<file path="config.mk">
export PLATFORM = sky130hd
export DESIGN_NAME = e203_exu_wbck_sched_flat
export DESIGN_NICKNAME = d
export VERILOG_FILES = /design/src/rtl/e203_exu_wbck_sched_if.sv /design/src/rtl/e203_exu_wbck_sched.sv /design/src/flat_wrapper.sv
export SDC_FILE = /design/constraint.sdc
export NUM_CORES = 1
export LEC_CHECK = 0
export ABC_CLOCK_PERIOD_IN_PS = 2850
export BUFFER_PORTS_ARGS = -buffer_cell sky130_fd_sc_hd__buf_2
export CAP_MARGIN = 20
export CORE_UTILIZATION = 43
export DETAILED_ROUTE_END_ITERATION = 6
export GPL_ROUTABILITY_DRIVEN = 0
export PLACE_DENSITY_LB_ADDON = 0.12
export SYNTH_ARGS = -nofsm -noshare
export SYNTH_HDL_FRONTEND = slang
export SYNTH_SLANG_ARGS = --single-unit
</file>
<file path="constraint.sdc">
create_clock -name clk -period 2.85 [get_ports clk]
set_clock_uncertainty 0.2 [all_clocks]
set_input_delay 0.285 -clock clk [delete_from_list [all_inputs] [get_ports clk]]
set_output_delay 0.285 -clock clk [all_outputs]
set_load 0.005 [all_outputs]
</file>
<file path="src/rtl/e203_exu_wbck_sched_if.sv">
// Write-back channel bundle: one request/response lane carrying a regfile write.
// The requester uses the master view and the consumer uses the slave view.
interface e203_exu_wbck_sched_if #(
    parameter int XLEN    = 32,
    parameter int RFIDX_W = 5
) ();
    logic               valid;
    logic               ready;
    logic [XLEN-1:0]    wdat;
    logic [RFIDX_W-1:0] rdidx;

    modport master (
        output valid,
        output wdat,
        output rdidx,
        input  ready
    );

    modport slave (
        input  valid,
        input  wdat,
        input  rdidx,
        output ready
    );
endinterface

</file>
<file path="src/rtl/e203_exu_wbck_sched.sv">
// Write-back scheduler: arbitrates ALU and long-pipe results onto the single
// regfile write port through a one-entry output stage, with ALU anti-starvation.
module e203_exu_wbck_sched #(
    parameter int XLEN         = 32,
    parameter int RFIDX_W      = 5,
    parameter int STARVE_LIMIT = 4,
    parameter int CNT_W        = 4
) (
    input  logic                          clk,
    input  logic                          rst_n,
    e203_exu_wbck_sched_if.slave          alu_wbck_i,
    e203_exu_wbck_sched_if.slave          longp_wbck_i,
    e203_exu_wbck_sched_if.master         rf_wbck_o,
    output logic                          oitf_ret_ena,
    output logic                          alu_starved
);

    localparam logic [CNT_W-1:0]   LIMIT_C  = CNT_W'(STARVE_LIMIT);
    localparam logic [CNT_W-1:0]   CNT_ONE  = {{(CNT_W-1){1'b0}}, 1'b1};
    localparam logic [RFIDX_W-1:0] RFIDX_X0 = {RFIDX_W{1'b0}};

    logic               rf_valid_q, rf_valid_d;
    logic [XLEN-1:0]    rf_wdat_q,  rf_wdat_d;
    logic [RFIDX_W-1:0] rf_rdidx_q, rf_rdidx_d;
    logic [CNT_W-1:0]   starve_cnt_q, starve_cnt_d;

    logic stage_free_s;
    logic starve_hit_s;
    logic grant_alu_s;
    logic grant_longp_s;
    logic alu_rdy_s;
    logic longp_rdy_s;
    logic alu_hs_s;
    logic longp_hs_s;

    // Arbitration: grants never look at the requester's own valid, so a lone
    // requester sees ready purely from stage availability.
    always_comb begin
        stage_free_s  = ~rf_valid_q | rf_wbck_o.ready;
        starve_hit_s  = (starve_cnt_q == LIMIT_C);
        grant_alu_s   = ~longp_wbck_i.valid | starve_hit_s;
        grant_longp_s = ~(alu_wbck_i.valid & starve_hit_s);
        // Nothing is accepted while reset is asserted, so no retire pulse leaks out.
        alu_rdy_s     = rst_n & stage_free_s & grant_alu_s;
        longp_rdy_s   = rst_n & stage_free_s & grant_longp_s;
        alu_hs_s      = alu_wbck_i.valid   & alu_rdy_s;
        longp_hs_s    = longp_wbck_i.valid & longp_rdy_s;
    end

    // Starvation counter: reset by an ALU win, bumped each time ALU waits and loses.
    always_comb begin
        starve_cnt_d = starve_cnt_q;
        if (alu_hs_s) begin
            starve_cnt_d = {CNT_W{1'b0}};
        end else if (alu_wbck_i.valid && longp_hs_s && !starve_hit_s) begin
            starve_cnt_d = starve_cnt_q + CNT_ONE;
        end else begin
            starve_cnt_d = starve_cnt_q;
        end
    end

    // Output stage: refill on the drain cycle; x0 writes are consumed but not staged.
    always_comb begin
        rf_valid_d = rf_valid_q;
        rf_wdat_d  = rf_wdat_q;
        rf_rdidx_d = rf_rdidx_q;
        if (stage_free_s) begin
            if (alu_hs_s && (alu_wbck_i.rdidx != RFIDX_X0)) begin
                rf_valid_d = 1'b1;
                rf_wdat_d  = alu_wbck_i.wdat;
                rf_rdidx_d = alu_wbck_i.rdidx;
            end else if (longp_hs_s && (longp_wbck_i.rdidx != RFIDX_X0)) begin
                rf_valid_d = 1'b1;
                rf_wdat_d  = longp_wbck_i.wdat;
                rf_rdidx_d = longp_wbck_i.rdidx;
            end else begin
                rf_valid_d = 1'b0;
            end
        end else begin
            rf_valid_d = rf_valid_q;
        end
    end

    // State registers with synchronous active-low reset.
    always_ff @(posedge clk) begin
        if (!rst_n) begin
            rf_valid_q   <= 1'b0;
            rf_wdat_q    <= {XLEN{1'b0}};
            rf_rdidx_q   <= RFIDX_X0;
            starve_cnt_q <= {CNT_W{1'b0}};
        end else begin
            rf_valid_q   <= rf_valid_d;
            rf_wdat_q    <= rf_wdat_d;
            rf_rdidx_q   <= rf_rdidx_d;
            starve_cnt_q <= starve_cnt_d;
        end
    end

    assign alu_wbck_i.ready   = alu_rdy_s;
    assign longp_wbck_i.ready = longp_rdy_s;
    assign rf_wbck_o.valid    = rf_valid_q;
    assign rf_wbck_o.wdat     = rf_wdat_q;
    assign rf_wbck_o.rdidx    = rf_rdidx_q;
    assign oitf_ret_ena       = longp_hs_s;
    assign alu_starved        = starve_hit_s;

endmodule

</file>
<file path="src/flat_wrapper.sv">
// flat-port wrapper written by rule: the top's interface ports become plain ports
module e203_exu_wbck_sched_flat 
#(
    parameter int XLEN         = 32,
    parameter int RFIDX_W      = 5,
    parameter int STARVE_LIMIT = 4,
    parameter int CNT_W        = 4
)
  (clk, rst_n, oitf_ret_ena, alu_starved, alu_wbck_i_valid, alu_wbck_i_wdat, alu_wbck_i_rdidx, alu_wbck_i_ready, longp_wbck_i_valid, longp_wbck_i_wdat, longp_wbck_i_rdidx, longp_wbck_i_ready, rf_wbck_o_valid, rf_wbck_o_wdat, rf_wbck_o_rdidx, rf_wbck_o_ready);
  e203_exu_wbck_sched_if #(.XLEN(XLEN), .RFIDX_W(RFIDX_W)) alu_wbck_i_i ();
  e203_exu_wbck_sched_if #(.XLEN(XLEN), .RFIDX_W(RFIDX_W)) longp_wbck_i_i ();
  e203_exu_wbck_sched_if #(.XLEN(XLEN), .RFIDX_W(RFIDX_W)) rf_wbck_o_i ();
  input  logic clk;
  input  logic rst_n;
  output logic oitf_ret_ena;
  output logic alu_starved;
  input wire logic [$bits(alu_wbck_i_i.valid)-1:0] alu_wbck_i_valid;
  input wire logic [$bits(alu_wbck_i_i.wdat)-1:0] alu_wbck_i_wdat;
  input wire logic [$bits(alu_wbck_i_i.rdidx)-1:0] alu_wbck_i_rdidx;
  output wire logic [$bits(alu_wbck_i_i.ready)-1:0] alu_wbck_i_ready;
  input wire logic [$bits(longp_wbck_i_i.valid)-1:0] longp_wbck_i_valid;
  input wire logic [$bits(longp_wbck_i_i.wdat)-1:0] longp_wbck_i_wdat;
  input wire logic [$bits(longp_wbck_i_i.rdidx)-1:0] longp_wbck_i_rdidx;
  output wire logic [$bits(longp_wbck_i_i.ready)-1:0] longp_wbck_i_ready;
  output wire logic [$bits(rf_wbck_o_i.valid)-1:0] rf_wbck_o_valid;
  output wire logic [$bits(rf_wbck_o_i.wdat)-1:0] rf_wbck_o_wdat;
  output wire logic [$bits(rf_wbck_o_i.rdidx)-1:0] rf_wbck_o_rdidx;
  input wire logic [$bits(rf_wbck_o_i.ready)-1:0] rf_wbck_o_ready;
  assign alu_wbck_i_i.valid = alu_wbck_i_valid;
  assign alu_wbck_i_i.wdat = alu_wbck_i_wdat;
  assign alu_wbck_i_i.rdidx = alu_wbck_i_rdidx;
  assign alu_wbck_i_ready = alu_wbck_i_i.ready;
  assign longp_wbck_i_i.valid = longp_wbck_i_valid;
  assign longp_wbck_i_i.wdat = longp_wbck_i_wdat;
  assign longp_wbck_i_i.rdidx = longp_wbck_i_rdidx;
  assign longp_wbck_i_ready = longp_wbck_i_i.ready;
  assign rf_wbck_o_valid = rf_wbck_o_i.valid;
  assign rf_wbck_o_wdat = rf_wbck_o_i.wdat;
  assign rf_wbck_o_rdidx = rf_wbck_o_i.rdidx;
  assign rf_wbck_o_i.ready = rf_wbck_o_ready;
  e203_exu_wbck_sched #(.XLEN(XLEN), .RFIDX_W(RFIDX_W), .STARVE_LIMIT(STARVE_LIMIT), .CNT_W(CNT_W)) u_core (.clk(clk), .rst_n(rst_n), .alu_wbck_i(alu_wbck_i_i), .longp_wbck_i(longp_wbck_i_i), .rf_wbck_o(rf_wbck_o_i), .oitf_ret_ena(oitf_ret_ena), .alu_starved(alu_starved));
endmodule
</file>
== After elaboration in Yosys (flattened, before gate mapping) ==
Cells that the tools add are included.
Word-level totals
  flip-flop bits (word level): 42
  input port bits: 79
  output and inout port bits: 42
  word-level logic and storage cells: 34
Operators by class
  $add $sub $neg: 1
  eq/ne operators: 1
  multiplexer cells: 6
  bitwise operators: 12
  reduce and logical (&&, ||, !) cells: 10
Operators by type and width (number)
  $mux 32: 2
  $mux 5: 2
  $reduce_bool 5->1: 2
  $and 1x1->1: 6
  $add 4x1->4 const B: 1
  $eq 4x3->1 const B: 1
  $logic_and 1x1->1: 4
  $not 1->1: 4
  $mux 1: 2
  $or 1x1->1: 2
  $reduce_and 2->1: 1
  $reduce_bool 2->1: 1
  $reduce_or 2->1: 1
  $logic_not 1->1: 1

== Depth between registers and ports, before layout ==
  word-level depth: 8
  mapped depth: 10
  gate-level depth less buffers: 8

== Least setup slack after synthesis ==
No wires, ideal clock.
  path type: register -> register
  start point: register u_core.starve_cnt_q[0]
  end point: register u_core.rf_rdidx_q[4], in the netlist u_core.rf_wbck_o.rdidx[4]
  library setup time: 0.126 ns
  data arrival time: 1.677 ns
  data required time: 2.524 ns
  slack: 0.848 ns
  stages on the path, launching flop included: 9
  path buffers: 1
  period minus slack after synthesis: 2.002 ns
  cells stage by stage: dfxtp_1 -> inv_1 -> ha_1 -> nand3b_1 -> a211oi_2 -> nand2_4 -> buf_2 -> a22oi_1 -> o21ai_0
Between the ends
  cells in the longest elaborated chain, start to end: 8
  elaborated cells on any way between the ends: 13
  those cells by class: eq/ne (1); mux (1); bitwise (7); reduce/logical (4)
RTL lines
  start, declared: line e203_exu_wbck_sched.sv:25  | logic [CNT_W-1:0] starve_cnt_q, starve_cnt_d;
  start signal, assigned: line e203_exu_wbck_sched.sv:90  | starve_cnt_q <= {CNT_W{1'b0}};
  start signal, assigned: line e203_exu_wbck_sched.sv:95  | starve_cnt_q <= starve_cnt_d;
  $eq 4x3->1 (*): line e203_exu_wbck_sched.sv:40  | starve_hit_s = (starve_cnt_q == LIMIT_C);
  $and 1x1->1: line e203_exu_wbck_sched.sv:42  | grant_longp_s = ~(alu_wbck_i.valid & starve_hit_s);
  $not 1->1: line e203_exu_wbck_sched.sv:42
  $and 1x1->1: line e203_exu_wbck_sched.sv:45  | longp_rdy_s = rst_n & stage_free_s & grant_longp_s;
  $and 1x1->1: line e203_exu_wbck_sched.sv:47  | longp_hs_s = longp_wbck_i.valid & longp_rdy_s;
  $logic_and 1x1->1: line e203_exu_wbck_sched.sv:72  | end else if (longp_hs_s && (longp_wbck_i.rdidx != RFIDX_X0)) begin
  $reduce_bool 2->1 (no source line)
  $reduce_and 2->1 (no source line)
  end signal, assigned: line e203_exu_wbck_sched.sv:94  | rf_rdidx_q <= rf_rdidx_d;
  end, declared: line e203_exu_wbck_sched.sv:24  | logic [RFIDX_W-1:0] rf_rdidx_q, rf_rdidx_d;
Every way passes the cells marked *; elsewhere a longest branch is shown, timed or not.
A chain may end at the register's enable or synchronous reset.

== Worst setup path after layout ==
  start point: register u_core.starve_cnt_q[0]
  end point: register u_core.rf_wdat_q[13], in the netlist u_core.rf_wbck_o.wdat[13]
Between the ends
  cells in the longest elaborated chain, start to end: 8
  elaborated cells on any way between the ends: 13
  those cells by class: eq/ne (1); mux (1); bitwise (7); reduce/logical (4)
RTL lines
  $eq 4x3->1 (*): line e203_exu_wbck_sched.sv:40
  $and 1x1->1: line e203_exu_wbck_sched.sv:42
  $not 1->1: line e203_exu_wbck_sched.sv:42
  $and 1x1->1: line e203_exu_wbck_sched.sv:45
  $and 1x1->1: line e203_exu_wbck_sched.sv:47
  $logic_and 1x1->1: line e203_exu_wbck_sched.sv:72
  $reduce_bool 2->1 (no source line)
  $reduce_and 2->1 (no source line)
  end signal, assigned: line e203_exu_wbck_sched.sv:88  | rf_wdat_q <= {XLEN{1'b0}};
  end signal, assigned: line e203_exu_wbck_sched.sv:93  | rf_wdat_q <= rf_wdat_d;
  end, declared: line e203_exu_wbck_sched.sv:23  | logic [XLEN-1:0] rf_wdat_q, rf_wdat_d;
Marked as above.

==> run metrics <==
status=finished with violations; failing checks=DRC; synthesis-stage register bit count=42; DR pass1 iterations=7; IO buf count=120; PD cells=471 nW/um2; Die Span Y=71.1 um; Async S/R FF share, synth=0%; Simple-Gate Fraction of Synth Area=7.31%; period utilization=84.5%; post-synthesis cell count=217; Seq pwr share=51.8%; layout cells sized above 1=40.6%; post-route cell area=2720 um2; Clock Latency Late Sink=0.29 ns; via count=2066; grt ovf=0; Static Leakage=1.42 nW; CTS max path bufs=2; Post-Synth XOR/XNOR Area=0%; Critical Path Source Type=flip-flop; post-route ant nets=0; Design Power=between 1 and 1.5 mW; Int Power=0.939 mW; worst path bufs/invs=1; Final TNS setup=0 ns; crit path DAT=~2.4 ns; Row Count=24; post-cts resize count=0; P_sw=0.344 mW; largest net degree at the start of global routing=38; number of global-route vias before repair=between 1.5k and 2k; Post-Syn Nets=just under 300; yosys warns=0; Nets=411; Avg Inst Size Synth=between 9 and 10 um2; die area=5060 um2; CP max stage cell=a211oi_2; area delta synth->final=32.5%; Post-Route WL=5260 um; CTS buffer count=5; minimum clock period=2.41 ns; Synth Flop Type=dfxtp_1; proportion of power drawn by combinational gates=20.6%; top cell type's share of synthesized area=41.0%; mux cell area share after synthesis=between 10% and 20%; placed cell count=375; critical path cell sequence=inv_1 > ha_1 > nand3b_1 > a211oi_2 > nand2_4 > mux2i_1 > o21ai_1; synthesized cell area=2050 um2; Post-CTS Setup Bufs=0; Ports=121; largest family of logic cells by synthesized area=compound AO/OA/AOI/OAI gates; Yosys cell types=31; CP delay by family, top=simple AND/OR/NAND/NOR gates; final setup margin=0.443 ns; Final Hold Fails=0; drt initial violations=roughly 150; hold buffers post-CTS=0; DR vias/cell=5.41; Post-synth EDFFs=0; Worst Hold Class=in2reg; initial core utilization=between 40 and 50%; adder-cell area share of the yosys netlist=1.22%; clock-pin slew on the worst setup and hold paths=about 0.07 ns; post-synthesis compound-gate area fraction=28.6%; switch share=26.8%; final slew viol count=0; core footprint=4470 um2; CTS tree=yes; top cells by area, synth=dfxtp_1 41%, mux2i_1 16%, o211ai_1 14%, o21ai_1 7.3%, buf_4 2.6%; MaxCap Viol Count=0; Max stage delay on crit path=0.52 ns; Crit. End Element=flip-flop; first-pass GRT wire length=8460 um; Placed Area=2650 um2; top post-synthesis cells by count=42 x dfxtp_1, 37 x o211ai_1, 32 x mux2i_1; post-synth top area cell=dfxtp_1; most common cell in the netlist=dfxtp_1; root buf cell=clkbuf_8; Slew @ Worst Pin=0.603 ns; Clock Power Share=between 20 and 30%; routed len/inst=13.8 um; post-DP HPWL=3740 um; Setup CP Type=reg2reg; Overall Global Routing Usage=21.0%; maximum vdd drop=0.000233 V; Clock Sinks=between 40 and 50; Antenna Cells=0; CP max FO=37; Seq/Total Area, Yosys=41.0%; f_max=415 MHz; DP Worst Slack=between 0.4 and 0.5 ns; Req. time, crit path=around 2.8 ns; relative max-transition margin=between 50% and 60%; CTS H-tree depth=2; initial antenna violation count=0; Die Wd=71.1 um; DRC Markers=6; Final Setup Violations=0; final std cells w/o fill=about 380; unrepaired setup endpoints after global routing=false
## state kept, by name, indices dropped and copies added, names as in the netlist
signal,flops
u_core.rf_wbck_o.rdidx,5
u_core.rf_wbck_o.valid,1
u_core.rf_wbck_o.wdat,32
u_core.starve_cnt_q,4
## layout by cell type (no fill, tap or decap), types with 2 or more instances in the layout
cell	n
buf_2	120
a21boi_0	3
clkbuf_8	5
clkbuf_1	2
ha_1	2
dfxtp_1	42
o21ai_1	30
a22oi_1	5
nor2_1	3
mux2i_1	32
o211ai_1	37
nand2_1	9
buf_4	6
nand3_1	3
and2_1	4
o21ai_0	10
inv_1	3
## worst min-delay path: cells and delay by family
kind / cells / cell delay [ns]
AO/OA/AOI/OAI: 1 / 0.10
buffers and inverters: 1 / 0.08
multiplexers: 1 / 0.05
## final timing paths
| check | from | endpoint | slack (ns) | depth (start not counted) |
|---|---|---|---|---|
| setup / recovery | u_core.starve_cnt_q[0] | u_core.rf_wbck_o.wdat[13] | 0.44 | 7 |
| hold / removal | alu_wbck_i_wdat[30] | u_core.rf_wbck_o.wdat[30] | 0.05 | 3 |
| setup reg to reg | u_core.starve_cnt_q[0] | u_core.rf_wbck_o.wdat[13] | 0.44 | 7 |
| hold reg to reg | u_core.rf_wbck_o.wdat[30] | u_core.rf_wbck_o.wdat[30] | 0.29 | 2 |
## power by group through the flow
stage          logic, mW  clock network, mW  registers, mW
6_report           0.265              0.353          0.665
5_1_grt            0.292              0.384          0.671
4_1_cts            0.267              0.365          0.664
3_5_place_dp       0.267                  0          0.678
3_3_place_gp       0.263                  0          0.678
2_1_floorplan      0.132                  0          0.682
## kinds of logic (layout without fill, tap and decap cells)
family / count (synthesis) / count (layout)
adders and majority gates: 2 / 2
AOI/OAI and AO/OA: 90 / 90
muxes: 32 / 32
buffers and inverters: 23 / 136
and+or+nand+nor: 28 / 28
DFF: 42 / 42
## layer usage
layer / share of wire (%) / wire, um / global-route usage (%)
met2: 46 / 2430 / 35.4
met4: 1.3 / 66 / 7.33
met1: 45 / 2390 / 26.7
met3: 7.0 / 368 / 4.56
met5: 0 / 0 / 0
## metrics by stage
| stage | utilization [%] | hold slack, ns |
|---|---|---|
| finish | 60.8 | 0.0538 |
| global route | 60.8 | 0.0644 |
| global placement | 59.1 | 0.280 |
| detailed placement | 59.1 | 0.286 |
| CTS | 60.8 | 0.0538 |
| floorplan | - | 0.258 |
## final cells by class
class | count | area [um2]
clock buffer | 7 | 76.3
multi-input combinational | 152 | 1080
sequential | 42 | 841
tap | 52 | 65.1
timing repair buffer | 126 | 646
fill | 386 | 1750
inverter | 3 | 11.3
(Power assumes the default switching activity.)
